`src/rtl/button_io_responder.sv`:
```
// ============================================================================
// button_io_responder: debounced front-panel buttons with a one-cycle-latency
// memory-mapped read port and sticky press-event bits.  Rev 1.0
// ============================================================================
`default_nettype none

module button_io_responder #(
  parameter int                 WIDTH           = 16,
  parameter logic [WIDTH-1:0]   BUTTON_ADDR     = 16'hFFFF,
  parameter int                 DEBOUNCE_CYCLES = 50000
) (
  input  logic             clk,
  input  logic             reset,
  input  logic             start,
  input  logic             left,
  input  logic             right,
  input  logic [WIDTH-1:0] mem_address,
  input  logic             loading,
  output logic [WIDTH-1:0] read_data,
  output logic             read_valid,
  output logic [2:0]       held,
  output logic [2:0]       pending
);

  localparam int             CNT_W   = $clog2(DEBOUNCE_CYCLES);
  localparam logic [CNT_W-1:0] CNT_MAX = CNT_W'(DEBOUNCE_CYCLES - 1);

  typedef enum logic [1:0] {
    RELEASED     = 2'd0,
    PRESS_WAIT   = 2'd1,
    PRESSED      = 2'd2,
    RELEASE_WAIT = 2'd3
  } db_state_t;

  logic [2:0] pins;
  logic [2:0] press_event;
  logic       hit;
  logic [2:0] src;
  logic [1:0] code;
  logic [2:0] clr_mask;

  assign pins = {right, left, start};
  assign hit  = loading && (mem_address == BUTTON_ADDR);

  for (genvar i = 0; i < 3; i++) begin : g_pin
    logic [1:0]       sync_ff;
    db_state_t        state;
    logic [CNT_W-1:0] count;
    logic             sync;

    assign sync = sync_ff[1];

    always_ff @(posedge clk or negedge reset) begin
      if (!reset) begin
        sync_ff <= 2'b11;
        state   <= RELEASED;
        count   <= '0;
      end else begin
        sync_ff <= {sync_ff[0], pins[i]};
        case (state)
          RELEASED: begin
            if (!sync) begin
              state <= PRESS_WAIT;
              count <= CNT_W'(1);
            end
          end
          PRESS_WAIT: begin
            if (sync) begin
              state <= RELEASED;
              count <= '0;
            end else if (count == CNT_MAX) begin
              state <= PRESSED;
              count <= '0;
            end else begin
              count <= count + CNT_W'(1);
            end
          end
          PRESSED: begin
            if (sync) begin
              state <= RELEASE_WAIT;
              count <= CNT_W'(1);
            end
          end
          RELEASE_WAIT: begin
            if (!sync) begin
              state <= PRESSED;
              count <= '0;
            end else if (count == CNT_MAX) begin
              state <= RELEASED;
              count <= '0;
            end else begin
              count <= count + CNT_W'(1);
            end
          end
          default: begin
            state <= RELEASED;
            count <= '0;
          end
        endcase
      end
    end

    assign held[i]        = (state == PRESSED) || (state == RELEASE_WAIT);
    assign press_event[i] = (state == PRESS_WAIT) && !sync && (count == CNT_MAX);
  end

  // Lowest-numbered button wins; only the reported button's pending bit clears.
  assign src = pending | held;

  always_comb begin
    code     = 2'd0;
    clr_mask = 3'b000;
    if (src[0]) begin
      code     = 2'd1;
      clr_mask = 3'b001;
    end else if (src[1]) begin
      code     = 2'd2;
      clr_mask = 3'b010;
    end else if (src[2]) begin
      code     = 2'd3;
      clr_mask = 3'b100;
    end
  end

  always_ff @(posedge clk or negedge reset) begin
    if (!reset) begin
      read_data  <= '0;
      read_valid <= 1'b0;
      pending    <= 3'b000;
    end else begin
      read_data  <= hit ? WIDTH'(code) : '0;
      read_valid <= hit;
      // A new event on the same edge as a clear keeps the bit set.
      pending    <= (pending & ~(hit ? clr_mask : 3'b000)) | press_event;
    end
  end

endmodule

`default_nettype wire

```
`config.mk`:
```
export PLATFORM = sky130hd
export DESIGN_NAME = button_io_responder
export DESIGN_NICKNAME = d
export VERILOG_FILES = /design/src/rtl/button_io_responder.sv
export SDC_FILE = /design/constraint.sdc
export NUM_CORES = 1
export LEC_CHECK = 0
export CAP_MARGIN = 0
export CORE_ASPECT_RATIO = 1.4
export CORE_UTILIZATION = 45
export CTS_CLUSTER_DIAMETER = 100
export DETAILED_ROUTE_END_ITERATION = 12
export GPL_TIMING_DRIVEN = 1
export HOLD_SLACK_MARGIN = 0.05
export PLACE_DENSITY = 0.74
export SYNTH_ARGS = -nofsm -noshare
export SYNTH_HDL_FRONTEND = slang
export SYNTH_SLANG_ARGS = --single-unit
export TNS_END_PERCENT = 30
```
`constraint.sdc`:
```
create_clock -name clk -period 4.32 [get_ports clk]
set_input_delay 0.864 -clock clk [delete_from_list [all_inputs] [get_ports clk]]
set_output_delay 0.864 -clock clk [all_outputs]
set_load 0.02 [all_outputs]
```
**Yosys cells after proc, flatten, opt, wreduce, memory -nomap -nowiden**

Cells that the tools add are included.

- Bits of input ports: 22
- Register bits after elaboration: 66
- Word-level logic and storage cells: 113
- Output and inout port bits: 23

- Bitwise logic cells: 4
- Muxes and demuxes: 47
- Equal/unequal tests: 25
- Reductions and logical operators: 22
- Add/subtract/negate cells: 3

Operators by type and width:

| operator | count |
|---|---|
| two-way mux 16 bit | 15 |
| one-hot mux 16 bit (4 select lines) | 3 |
| == test 16 bit, second input constant | 4 |
| adder 16 x 1 -> 16 bit, second input constant | 3 |
| two-way mux 2 bit | 22 |
| one-hot mux 2 bit (4 select lines) | 3 |
| inequality test 3 bit, second input constant | 6 |
| == test 2 bit, second input constant | 6 |
| two-way mux 3 bit | 4 |
| inequality test 2 bit, second input constant | 6 |
| AND reduction 4 bit | 3 |
| logical AND 1 bit | 7 |
| == test 2 x 1 -> 1 bit, second input constant | 3 |
| logical NOT 2 bit | 3 |
| OR 3 bit | 2 |
| AND reduction 2 bit | 3 |
| bitwise AND 3 bit | 1 |
| logical NOT 1 bit | 3 |
| logical OR 1 bit | 3 |
| NOT 3 bit | 1 |

**Depth between registers and ports, before layout**

- Depth in word-level cells: 10
- Gate-level depth with buffers: 8
- Mapped depth without buffers: 5

**Least setup slack after synthesis**

No wires, ideal clock.

- Path kind: flip-flop to flip-flop
- From: register g_pin[2].count[11]
- To: register g_pin[2].count[6]
- Arrival time: 1.730 ns
- Path buffers: 1
- Path slack: 2.464 ns
- Cell stages (with the launch flop): 6
- Library setup time: 0.126 ns
- Period minus slack after synthesis: 1.856 ns
- Cell sequence: dfrtp_1 > or4b_1 > nor4_2 > buf_4 > nor2_2 > a221o_1

- Longest elaborated chain between the ends: 4
- Elaborated cells between the ends (all ways): 5

RTL lines:

| item | line | text |
|---|---|---|
| from (decl) | 48 | `logic [CNT_W-1:0] count;` |
| from (signal assigned) | 75 | `count <= count + CNT_W'(1);` |
| from (signal assigned) | 92 | `count <= count + CNT_W'(1);` |
| == test 16 bit * | 71, 88 |  |
| two-way mux 16 bit * | 71, 88 |  |
| two-way mux 16 bit (on tied branches) | 85, 68 |  |
| one-hot mux 16 bit (4 select lines) * | 60 | `case (state)` |

Every way passes the cells marked *; elsewhere a longest branch is shown, timed or not.
A chain may end at the register's enable or synchronous reset.

**Final worst setup path**

- From: register g_pin[2].count[4]
- To: register g_pin[2].count[6]

- Longest elaborated chain between the ends: 4
- Elaborated cells between the ends (all ways): 6

RTL lines:

| item | line |
|---|---|
| adder 16 x 1 -> 16 bit / == test 16 bit (equally long branches) | -- |
| two-way mux 16 bit * | 71, 88 |
| two-way mux 16 bit (on tied branches) | 85, 68 |
| one-hot mux 16 bit (4 select lines) * | 60 |

Marked as above.

==> results_tabular.tex <==
\begin{tabular}{lr}
\hline
Metric & Value \\
\hline
\multicolumn{2}{l}{\textbf{Outcome}} \\
\quad Run status & finished clean \\
\multicolumn{2}{l}{\textbf{Setup path}} \\
\quad CP Data Required Time & 4.55 ns \\
\quad WP buf/inv & 1 \\
\quad Data arrival time at the worst-slack endpoint & 2.93 ns \\
\quad CP Launch Point & g\_pin[2].count[4]\$\_DFFE\_PN0P\_ \\
\quad Highest cell delay on the worst timing path & 0.80 ns \\
\quad Cell-by-cell trace of the critical path & or4b\_1 > nor4\_2 > buf\_4 > nor2\_2 > a221o\_1 \\
\quad R2R Path Start & g\_pin[2].count[4]\$\_DFFE\_PN0P\_ \\
\quad Slowest cell on the critical path & sky130\_fd\_sc\_hd\_\_nor4\_2 \\
\quad Path type of the worst setup path & flip-flop to flip-flop \\
\quad Type of origin of the critical path & flip-flop \\
\quad Worst Setup End Kind & flip-flop \\
\quad Max FO, Critical Path & 11 \\
\quad Family of cells with the greatest summed delay on the critical path & simple AND/OR/NAND/NOR gates \\
\multicolumn{2}{l}{\textbf{Yosys}} \\
\quad Distinct cell type count after synthesis & 60 \\
\quad Top-count cell post-synth & sky130\_fd\_sc\_hd\_\_dfrtp\_1 \\
\quad Number of instances in the synthesized netlist & 392 \\
\quad Synth Area in Compound Gates & 19.2\% \\
\quad Async set-or-reset flop fraction in the synthesized netlist & 100\% \\
\quad Library cell occupying the most area in the post-synthesis netlist & sky130\_fd\_sc\_hd\_\_dfrtp\_1 \\
\quad Netlist area before placement & 3680 um\^{}2 \\
\quad YS warnings & 0 \\
\quad Post-synthesis sequential area ratio & 45.1\% \\
\quad Post-synthesis adder-cell area fraction & 1.02\% \\
\quad Multiplexer share of the synthesized area & 1.09\% \\
\quad Post-synthesis register bit count & 66 \\
\quad Number of flops mapped to enable cells by yosys & 0 \\
\quad Dominant combinational cell family by area after synthesis & simple AND/OR/NAND/NOR gates \\
\quad List of most frequent post-synthesis cells & sky130\_fd\_sc\_hd\_\_dfrtp\_1, sky130\_fd\_sc\_hd\_\_a31oi\_1, sky130\_fd\_sc\_hd\_\_nand2\_1 \\
\quad Top FF cell, synth & sky130\_fd\_sc\_hd\_\_dfrtp\_1 \\
\quad Basic-gate share of the synthesized area counting and, or, nand and nor cells & 25.2\% \\
\quad Post-Synth XOR/XNOR Area & 1.90\% \\
\quad Area share of the leading cell type in the synthesized netlist & 40.8\% \\
\quad Post-synthesis average cell area & 9.38 um\^{}2 \\
\quad Cells taking the most area after synthesis & sky130\_fd\_sc\_hd\_\_dfrtp\_1, sky130\_fd\_sc\_hd\_\_a31oi\_1, sky130\_fd\_sc\_hd\_\_dfstp\_2 \\
\multicolumn{2}{l}{\textbf{Global routing}} \\
\quad GR Util met3 & 4.52\% \\
\quad Vias in the first global route & 2992 \\
\quad Total grt overflow & 0 \\
\quad Met2 routing resource usage after global routing & 34.9\% \\
\quad First-pass GRT wire length & 14.0 mm \\
\quad Layer with the highest usage & met2 \\
\quad Global-route usage over all layers & 21.1\% \\
\quad Met1 usage & 26.0\% \\
\quad Largest net degree at the start of global routing & 44 \\
\quad Antenna violations before repair & 2 \\
\multicolumn{2}{l}{\textbf{Power and ir drop}} \\
\quad Peak ir drop on the vdd network & 0.000329 V \\
\quad Fraction of power spent switching nets & 36.6\% \\
\quad Combinational cell fraction of total power & 32.2\% \\
\quad Design internal power & 1.20 mW \\
\quad Register share of total power & 41.1\% \\
\quad Clock power frac & 26.7\% \\
\quad Leakage power summed over all cells & 1.69 nW \\
\quad Switching power & 0.695 mW \\
\quad Areal power density over the cells & 456 nW/um\^{}2 \\
\multicolumn{2}{l}{\textbf{Clock network}} \\
\quad Post-CTS Setup Bufs & 0 \\
\quad Clock Sinks & 66 \\
\quad Resize count post-CTS & 0 \\
\quad Clk pin slew, worst setup/hold paths & 0.06 ns \\
\quad H-tree level count & 3 \\
\quad TritonCTS clock tree & done \\
\quad Insertion delay of the later-clocked pin in the worst-skew pair & 0.36 ns \\
\quad Clock tree root driver cell & sky130\_fd\_sc\_hd\_\_clkbuf\_8 \\
\quad Count of hold-fix buffers inserted at cts & 0 \\
\quad CTS buffer count & 9 \\
\quad Buffers from clock root to sink, at most & 2 \\
\multicolumn{2}{l}{\textbf{STA}} \\
\quad Count of pins over their slew limit & 0 \\
\quad Final setup viols & 0 \\
\quad Clock period minus worst slack & 2.69 ns \\
\quad Unrepaired setup endpoints after global routing & false \\
\quad Fmax achieved & 371 MHz \\
\quad Worst Skew & 0.0177 ns \\
\quad Setup\_tns & 0 ns \\
\quad Final worst setup slack & 1.63 ns \\
\quad Hold Vio Cnt, Final & 0 \\
\quad Pin slew with the least headroom to its limit & 0.990 ns \\
\quad Max transition margin & 33.8\% \\
\quad Crit share post-route & 62.4\% \\
\multicolumn{2}{l}{\textbf{Route}} \\
\quad Antenna-violating nets left & 0 \\
\quad Via-per-instance ratio & 6.13 \\
\quad Routed vias & 3174 \\
\quad Total Routed Length & 8.00 mm \\
\quad Number of DRC markers after the initial detailed-route iteration & 212 \\
\quad Remaining DRCs & 0 \\
\quad Number of iterations in the first detailed-routing pass & 4 \\
\quad Average detailed-routed wire length per instance & 15.5 um \\
\multicolumn{2}{l}{\textbf{Placement}} \\
\quad Placed cell area & 3970 um\^{}2 \\
\quad Final weighted congestion in routability-driven placement & 0.842 \\
\quad Pre-CTS worst setup slack & 1.69 ns \\
\quad DPL Wire Length & 5.61 mm \\
\quad Count of buffers from port buffering & 30 \\
\multicolumn{2}{l}{\textbf{Worst hold path}} \\
\quad Type of the worst min-delay path & flip-flop to flip-flop \\
\quad Hold path start & g\_pin[2].sync\_ff[0]\$\_DFF\_PN1\_ \\
\multicolumn{2}{l}{\textbf{Cells and area}} \\
\quad Final Instance Area & 4160 um\^{}2 \\
\quad Final core utilization & 53.0\% \\
\quad Filler cells & 724 \\
\quad Share of final-layout standard cells stronger than drive strength 1 & 8.39\% \\
\quad Nets & 437 \\
\quad Area Growth Syn to Fin & 13.0\% \\
\multicolumn{2}{l}{\textbf{Run}} \\
\quad Number of max-cap violations & 0 \\
\multicolumn{2}{l}{\textbf{Floorplanning}} \\
\quad Core footprint & 7850 um\^{}2 \\
\quad Top Ports & 45 \\
\quad DIE AREA & 8540 um\^{}2 \\
\quad Rows & 38 \\
\quad Die Wd & 78.4 um \\
\quad Initial Utilization & 46.9\% \\
\quad Die Height & 109 um \\
\hline
\end{tabular}
[routing by layer]
layer	up-vias	part of all wire [%]	wire (um)
met3	17	5.5	444
li1	1513	-	-
met5	-	0.16	13
met1	1559	43	3410
met2	83	49	3950
met4	2	2.3	186
[cell type report]
class	instances	area (um^2)	area share, %
flip-flops and latches	66	1660	39.9
well taps	100	125	3.01
inverters	10	37.5	0.903
diodes	1	2.50	0.0602
repair buffers	32	310	7.47
multi-input cells	293	1830	44.1
clock buffers	13	149	3.58
clock inverters	3	40.0	0.963
[metrics by stage]
| stage | instances | hold slack, ns | power, mW |
|---|---|---|---|
| 4_1_cts | 517 | 0.358 | 1.91 |
| 2_1_floorplan | 405 | 0.345 | 1.26 |
| 3_3_place_gp | 501 | 0.347 | 1.38 |
| 3_5_place_dp | 501 | 0.348 | 1.40 |
| 5_1_grt | 517 | 0.365 | 2.04 |
| 6_report | 518 | 0.357 | 1.90 |
[layout by cell type, fill, tap and decap left out, types with 8 or more instances in the layout]
cell type and n:
sky130_fd_sc_hd__dfrtp_1 60, sky130_fd_sc_hd__a31oi_1 30, sky130_fd_sc_hd__clkdlybuf4s50_1 29, sky130_fd_sc_hd__nand2_1 28, sky130_fd_sc_hd__nor2_1 25, sky130_fd_sc_hd__nand4_1 21
sky130_fd_sc_hd__nand3_1 21, sky130_fd_sc_hd__nor4_1 15, sky130_fd_sc_hd__conb_1 14, sky130_fd_sc_hd__inv_1 10, sky130_fd_sc_hd__a22o_1 10, sky130_fd_sc_hd__clkbuf_8 10
sky130_fd_sc_hd__a21oi_1 9, sky130_fd_sc_hd__and3_1 8
[cells by family after synthesis]
family,Yosys count
compound gates,99
buf+inv,46
fa+ha+maj,3
mux,4
flops,66
other cells,1
xor+xnor,8
simple gates,165
[state kept, by name, indices dropped and copies added, names as in the netlist, named ones only]
| register | cells |
|---|---|
| g_pin.count | 48 |
| g_pin.state | 3 |
| g_pin.sync_ff | 6 |
| pending | 3 |
| read_data | 2 |
| read_valid | 1 |
[worst register-to-register path, cell delays in order (launching register included)]
cell                      delay [ns]
sky130_fd_sc_hd__dfrtp_1        0.45
sky130_fd_sc_hd__or4b_1         0.59
sky130_fd_sc_hd__nor4_2         0.80
sky130_fd_sc_hd__buf_4          0.31
sky130_fd_sc_hd__nor2_2         0.10
sky130_fd_sc_hd__a221o_1        0.33
[worst paths after layout]
kind                                            endpoint  slack, ns  cells after the start
setup / recovery           g_pin[2].count[6]$_DFFE_PN0P_       1.63                      5
hold / removal             g_pin[2].sync_ff[1]$_DFF_PN1_       0.36                      0
setup reg to reg           g_pin[2].count[6]$_DFFE_PN0P_       1.63                      5
hold reg to reg            g_pin[2].sync_ff[1]$_DFF_PN1_       0.36                      0
max in group asynchronous  g_pin[1].sync_ff[0]$_DFF_PN1_       2.76                      2
min in group asynchronous                      async pin       0.65                      1
[power by group through the flow]
stage	sequential, mW	combinational, mW	clock, mW
CTS	0.780	0.610	0.519
detailed placement	0.790	0.607	0
global route	0.799	0.696	0.549
floorplan	0.761	0.499	0
global placement	0.788	0.592	0
finish	0.780	0.610	0.507
Power figures use the tool's default switching activity.
